[config.mk]
export PLATFORM = sky130hd
export DESIGN_NAME = basediv
export DESIGN_NICKNAME = d
export VERILOG_FILES = /design/src/rtl/basediv.sv
export SDC_FILE = /design/constraint.sdc
export NUM_CORES = 1
export LEC_CHECK = 0
export CORE_MARGIN = 5
export CORE_UTILIZATION = 55
export CTS_BUF_LIST = sky130_fd_sc_hd__clkbuf_8
export DETAILED_ROUTE_END_ITERATION = 16
export PLACE_DENSITY_LB_ADDON = 0.08
export SLEW_MARGIN = 25
export SYNTH_ARGS = -nofsm -noshare
export SYNTH_HDL_FRONTEND = slang
export SYNTH_SLANG_ARGS = --single-unit
export TNS_END_PERCENT = 50
[constraint.sdc]
create_clock -name clk -period 9.69 [get_ports clk]
set_input_delay 0.969 -clock clk [delete_from_list [all_inputs] [get_ports clk]]
set_output_delay 0.969 -clock clk [all_outputs]
set_load 0.05 [all_outputs]
[src/rtl/basediv.sv]
// basediv: iterative restoring divider, one quotient bit per cycle, MSB first.
// Signed mode works on magnitudes and fixes signs at the end.
// Optional build macro BASEDIV_DIVZERO_EN adds the div_zero output and a
// one-cycle fast path for zero divisors; without it zero divisors run the
// full iteration sequence and still yield quotient=all ones, remainder=dividend.
module basediv #(
  parameter int unsigned WIDTH = 32
) (
  input  logic             clk,
  input  logic             reset,
  input  logic             in_valid,
  output logic             in_ready,
  input  logic [WIDTH-1:0] src1,
  input  logic [WIDTH-1:0] src2,
  input  logic             is_signed,
  output logic             out_valid,
  output logic [WIDTH-1:0] quotient,
`ifdef BASEDIV_DIVZERO_EN
  output logic             div_zero,
`endif
  output logic [WIDTH-1:0] remainder
);

  localparam int unsigned CNT_W = (WIDTH > 1) ? $clog2(WIDTH) : 1;

  localparam logic [1:0] S_IDLE = 2'd0;
  localparam logic [1:0] S_CALC = 2'd1;
  localparam logic [1:0] S_DONE = 2'd2;

  logic [1:0]       state;
  logic [1:0]       state_nxt;

  logic [WIDTH-1:0] a_reg;     // dividend magnitude, shifted out MSB first
  logic [WIDTH-1:0] b_reg;     // divisor magnitude
  logic [WIDTH:0]   rem_reg;   // partial remainder
  logic [WIDTH-1:0] q_reg;     // quotient bits collected so far
  logic [CNT_W-1:0] cnt;
  logic             neg_q;
  logic             neg_r;

  logic             accept;
  logic             last_iter;
  logic             src1_neg;
  logic             src2_neg;
  logic [WIDTH-1:0] src1_mag;
  logic [WIDTH-1:0] src2_mag;
  logic [WIDTH+1:0] diff;
  logic             q_bit;
  logic [WIDTH:0]   rem_step;
  logic [WIDTH-1:0] q_step;
  logic [WIDTH-1:0] q_fin;
  logic [WIDTH-1:0] r_fin;

  assign accept    = in_valid && (state == S_IDLE);
  assign last_iter = (state == S_CALC) && (cnt == CNT_W'(WIDTH - 1));

  // Operand magnitudes and one restoring-division step
  always_comb begin
    src1_neg = is_signed & src1[WIDTH-1];
    src2_neg = is_signed & src2[WIDTH-1];
    src1_mag = src1_neg ? (~src1 + WIDTH'(1)) : src1;
    src2_mag = src2_neg ? (~src2 + WIDTH'(1)) : src2;

    // The shifted partial remainder is below 2^(WIDTH+1), so the top bit of
    // diff is a reliable sign for the trial subtraction.
    diff     = {rem_reg, a_reg[WIDTH-1]} - {2'b00, b_reg};
    q_bit    = ~diff[WIDTH+1];
    rem_step = q_bit ? diff[WIDTH:0] : {rem_reg[WIDTH-1:0], a_reg[WIDTH-1]};
    q_step   = {q_reg[WIDTH-2:0], q_bit};

    // Zero divisor: the magnitude remainder is |dividend|, which the sign fix
    // turns back into the dividend; only the quotient needs forcing.
    if (b_reg == '0) begin
      q_fin = '1;
    end else begin
      q_fin = neg_q ? (~q_step + WIDTH'(1)) : q_step;
    end
    r_fin = neg_r ? (~rem_step[WIDTH-1:0] + WIDTH'(1)) : rem_step[WIDTH-1:0];
  end

  // State register
  always_ff @(posedge clk or posedge reset) begin
    if (reset) begin
      state <= S_IDLE;
    end else begin
      state <= state_nxt;
    end
  end

  // Next-state logic
  always_comb begin
    state_nxt = state;
    case (state)
      S_IDLE: begin
        if (in_valid) begin
`ifdef BASEDIV_DIVZERO_EN
          state_nxt = (src2 == '0) ? S_DONE : S_CALC;
`else
          state_nxt = S_CALC;
`endif
        end
      end
      S_CALC: begin
        if (last_iter) begin
          state_nxt = S_DONE;
        end
      end
      S_DONE:  state_nxt = S_IDLE;
      default: state_nxt = S_IDLE;
    endcase
  end

  // Datapath, handshake flags and result registers
  always_ff @(posedge clk or posedge reset) begin
    if (reset) begin
      in_ready  <= 1'b1;
      out_valid <= 1'b0;
      quotient  <= '0;
      remainder <= '0;
      a_reg     <= '0;
      b_reg     <= '0;
      rem_reg   <= '0;
      q_reg     <= '0;
      cnt       <= '0;
      neg_q     <= 1'b0;
      neg_r     <= 1'b0;
`ifdef BASEDIV_DIVZERO_EN
      div_zero  <= 1'b0;
`endif
    end else begin
      in_ready  <= (state_nxt == S_IDLE);
      out_valid <= (state_nxt == S_DONE);

      if (accept) begin
        a_reg   <= src1_mag;
        b_reg   <= src2_mag;
        rem_reg <= '0;
        q_reg   <= '0;
        cnt     <= '0;
        neg_q   <= src1_neg ^ src2_neg;
        neg_r   <= src1_neg;
      end else if (state == S_CALC) begin
        a_reg   <= {a_reg[WIDTH-2:0], 1'b0};
        rem_reg <= rem_step;
        q_reg   <= q_step;
        cnt     <= cnt + CNT_W'(1);
      end

      if (last_iter) begin
        quotient  <= q_fin;
        remainder <= r_fin;
`ifdef BASEDIV_DIVZERO_EN
        div_zero  <= 1'b0;
`endif
      end

`ifdef BASEDIV_DIVZERO_EN
      if (accept && (src2 == '0)) begin
        quotient  <= '1;
        remainder <= src1;
        div_zero  <= 1'b1;
      end
`endif
    end
  end

endmodule

==> impl_metrics.yaml <==
logic_synthesis:
  synth_cell_types: 91
  synth_area_um2: 13400
  yosys.area_share.simple: 0.188
  synth_top_family_by_area: "compound AO/OA/AOI/OAI gates"
  netlist_top_cells_area: "dfrtp_1, o21ai_0, nand2_1, xor2_1, a21oi_1"
  synth_compound_area_frac: 0.229
  async_reset_ff_frac: 1.00
  synthFlopType: "dfrtp_1"
  ys_seq_area_frac: 0.379
  synth_nets: 1679
  synth.largest_area_cell: "dfrtp_1"
  synth_seq_cells: 203
  synth_top_cell_area_share: 0.377
  post_synth.cell_area_avg_um2: 8.54
  synthCells: 1572
  yosys.area_share.adder: 0.0369
  synth_edf_count: 0
  synthMuxAreaShare: 0.0378
  synthXorXnorAreaFrac: 0.0856
  ys.warnings.count: 0
layout:
  multi_input_area_um2: 7760
  drive_gt1_frac: 0.0694
  diodes: 0
  fillerInstances: 2119
  design_area_um2: 15700
  area_delta_synth_final_pct: 16.7
  nNetsFinal: 1780
  layout_commonest_cell: "dfrtp_1"
  final_cells: 2025
  seq_area_um2: 5080
  final_cell_mix: "dfrtp_1, nand2_1, o21ai_0, clkdlybuf4s50_1, nor2_1"
  largest_reg_flops: 33
sta:
  finalHoldViolCount: 0
  tns_ns: 0
  max_freq_ghz: 0.171
  maxSlewViolCount: 0
  slew_headroom: 0.354
  tightest_slew_ns: 0.968
  finalSetupViolations: 0
  finClkSkew_ns: 0.0166
  period_minus_slack_ns: 5.84
  rsz0062_at_grt: "no"
  min_period_over_period: 0.602
worst_setup_path:
  worst_setup_path_start_kind: "flip-flop"
  cp_slowest_stage_delay_ns: 0.56
  reg2reg_depth: 17
  crit_type: "reg2reg"
  endpoint_kind: "flip-flop"
  cp_cell_sequence: "ha_1, a21oi_1, o21ai_0, a221oi_4, a21oi_2, a211oi_2, xnor2_4, buf_4, inv_4, a21oi_1, ha_1, nand3b_1, or3_1, mux2_4, or3_4, or4_1, nand3_1"
  worstSetupEndpoint: "remainder[20]"
  r2r_slack_ns: 3.85
  critical_path.slowest_cell: "buf_4"
  crit_fanout: 45
  arrival_ns: 6.32
  required_ns: 10.17
  timing.rr.end: "remainder[20]"
  r2r-start: "rem_reg[15]"
  crit_path_start: "rem_reg[15]"
cts:
  clock_latency_ns: 0.54
  post_cts_resized: 0
  holdBufCountCts: 0
  cts_root_buffer: "clkbuf_8"
  path_clk_slew_ns: 0.06
  cts_htree_levels: 2
  post_cts_buffers: 0
  numCtsBuffers: 37
  cts_tree: "built"
  cts_buffer_depth: 3
  cts_num_sinks: 203
die:
  die_h_um: 166
  core-area_um2: 24200
  die_x_um: 166
  die_area_um2: 27600
  start_util: 0.555
  num_io_pins: 134
  rows: 57
routing:
  ant_nets: 0
  vias: 12100
  wl_um: 37000
  wl_per_cell_um: 18.3
  dr.pass1.iters: 5
  drcViolationCount: 0
  drtIter0Drc: 1331
  vias_per_cell: 5.99
global_route:
  grt_max_degree: 103
  grt_pass1_wl_um: 61500
  grt_overflow: 0
  grt_pass1_vias: 11600
  grtUsageTotal: 0.265
  antenna_found_initial: 0
place:
  hpwl_um: 27200
  numPortBuffers: 133
  placed_cells: 1958
  placed_area_um2: 14900
  gp_congestion: 0.890
outcome:
  status: "complete, no violations"
flow_run:
  maxCapViolCount: 0
hold_path:
  hp-start: "remainder[5]"
  hp-class: "reg2reg"
[kinds of logic after synthesis]
group                    count (synthesis)
adder cells (fa/ha/maj)                 39
multiplexers                            48
flip-flops                             203
buffers and inverters                  141
AO/OA/AOI/OAI                          482
XOR/XNOR                               129
AND/OR/NAND/NOR                        530
[area by class of cell]
class,instances,area share
Sequential cell,203,0.324
Clock buffer,45,0.0396
Multi-Input combinational cell,1228,0.496
Timing Repair Buffer,145,0.0908
Tap cell,324,0.0259
Clock inverter,22,0.00903
Inverter,58,0.0145
[through the flow]
step | hold slack, ns | utilization | worst slack [ns]
2_1_floorplan | 0.445 | - | 3.18
3_3_place_gp | 0.459 | 0.616 | 4.08
3_5_place_dp | 0.471 | 0.616 | 3.95
4_1_cts | 0.483 | 0.647 | 3.92
5_1_grt | 0.494 | 0.648 | 3.45
6_report | 0.478 | 0.648 | 3.85
[critical path: cells and delay by family, from the launching register on]
kind	cells	cell delay, ns
AO/OA/AOI/OAI	6	1.69
AND/OR/NAND/NOR	5	1.47
buffers and inverters	2	0.94
adder cells (fa/ha/maj)	2	0.72
flip-flops	1	0.46
multiplexers	1	0.30
XOR/XNOR	1	0.15
[cell usage after synthesis (all sizes together) (14+ instances only)]
master / n
buf: 24
and2: 14
nor3: 35
inv: 57
a21oi: 110
or3: 26
o21ai: 174
dfrtp: 202
xor2: 74
nand3: 39
o31ai: 19
mux2i: 36
clkbuf: 59
xnor2: 55
a31oi: 16
nand4: 16
nor2: 132
a22o: 36
nand2: 184
nor4: 24
ha: 38
a211oi: 15
a22oi: 21
[how the worst min path moves through the flow]
stage,endpoint,slack [ns],cells past startpoint
after floorplan,a_reg[17],0.44,2
after global placement,a_reg[9],0.46,2
after detailed placement,a_reg[17],0.47,2
after CTS,a_reg[17],0.48,2
after global routing,remainder[17],0.49,2
final,remainder[5],0.48,2
[routing by layer]
layer  share of wire  wire, µm  up-vias  GRT usage
met4           0.014       505        0     0.0520
li1                -         -     5926          -
met2            0.43     15900      469      0.386
met5               0         0        -          0
met3           0.079      2930       43     0.0483
met1            0.48     17700     5698      0.413
Power is left out: the tool's default activity adds up to more than one toggle a clock period on the data nets, which glitch-free logic cannot reach.
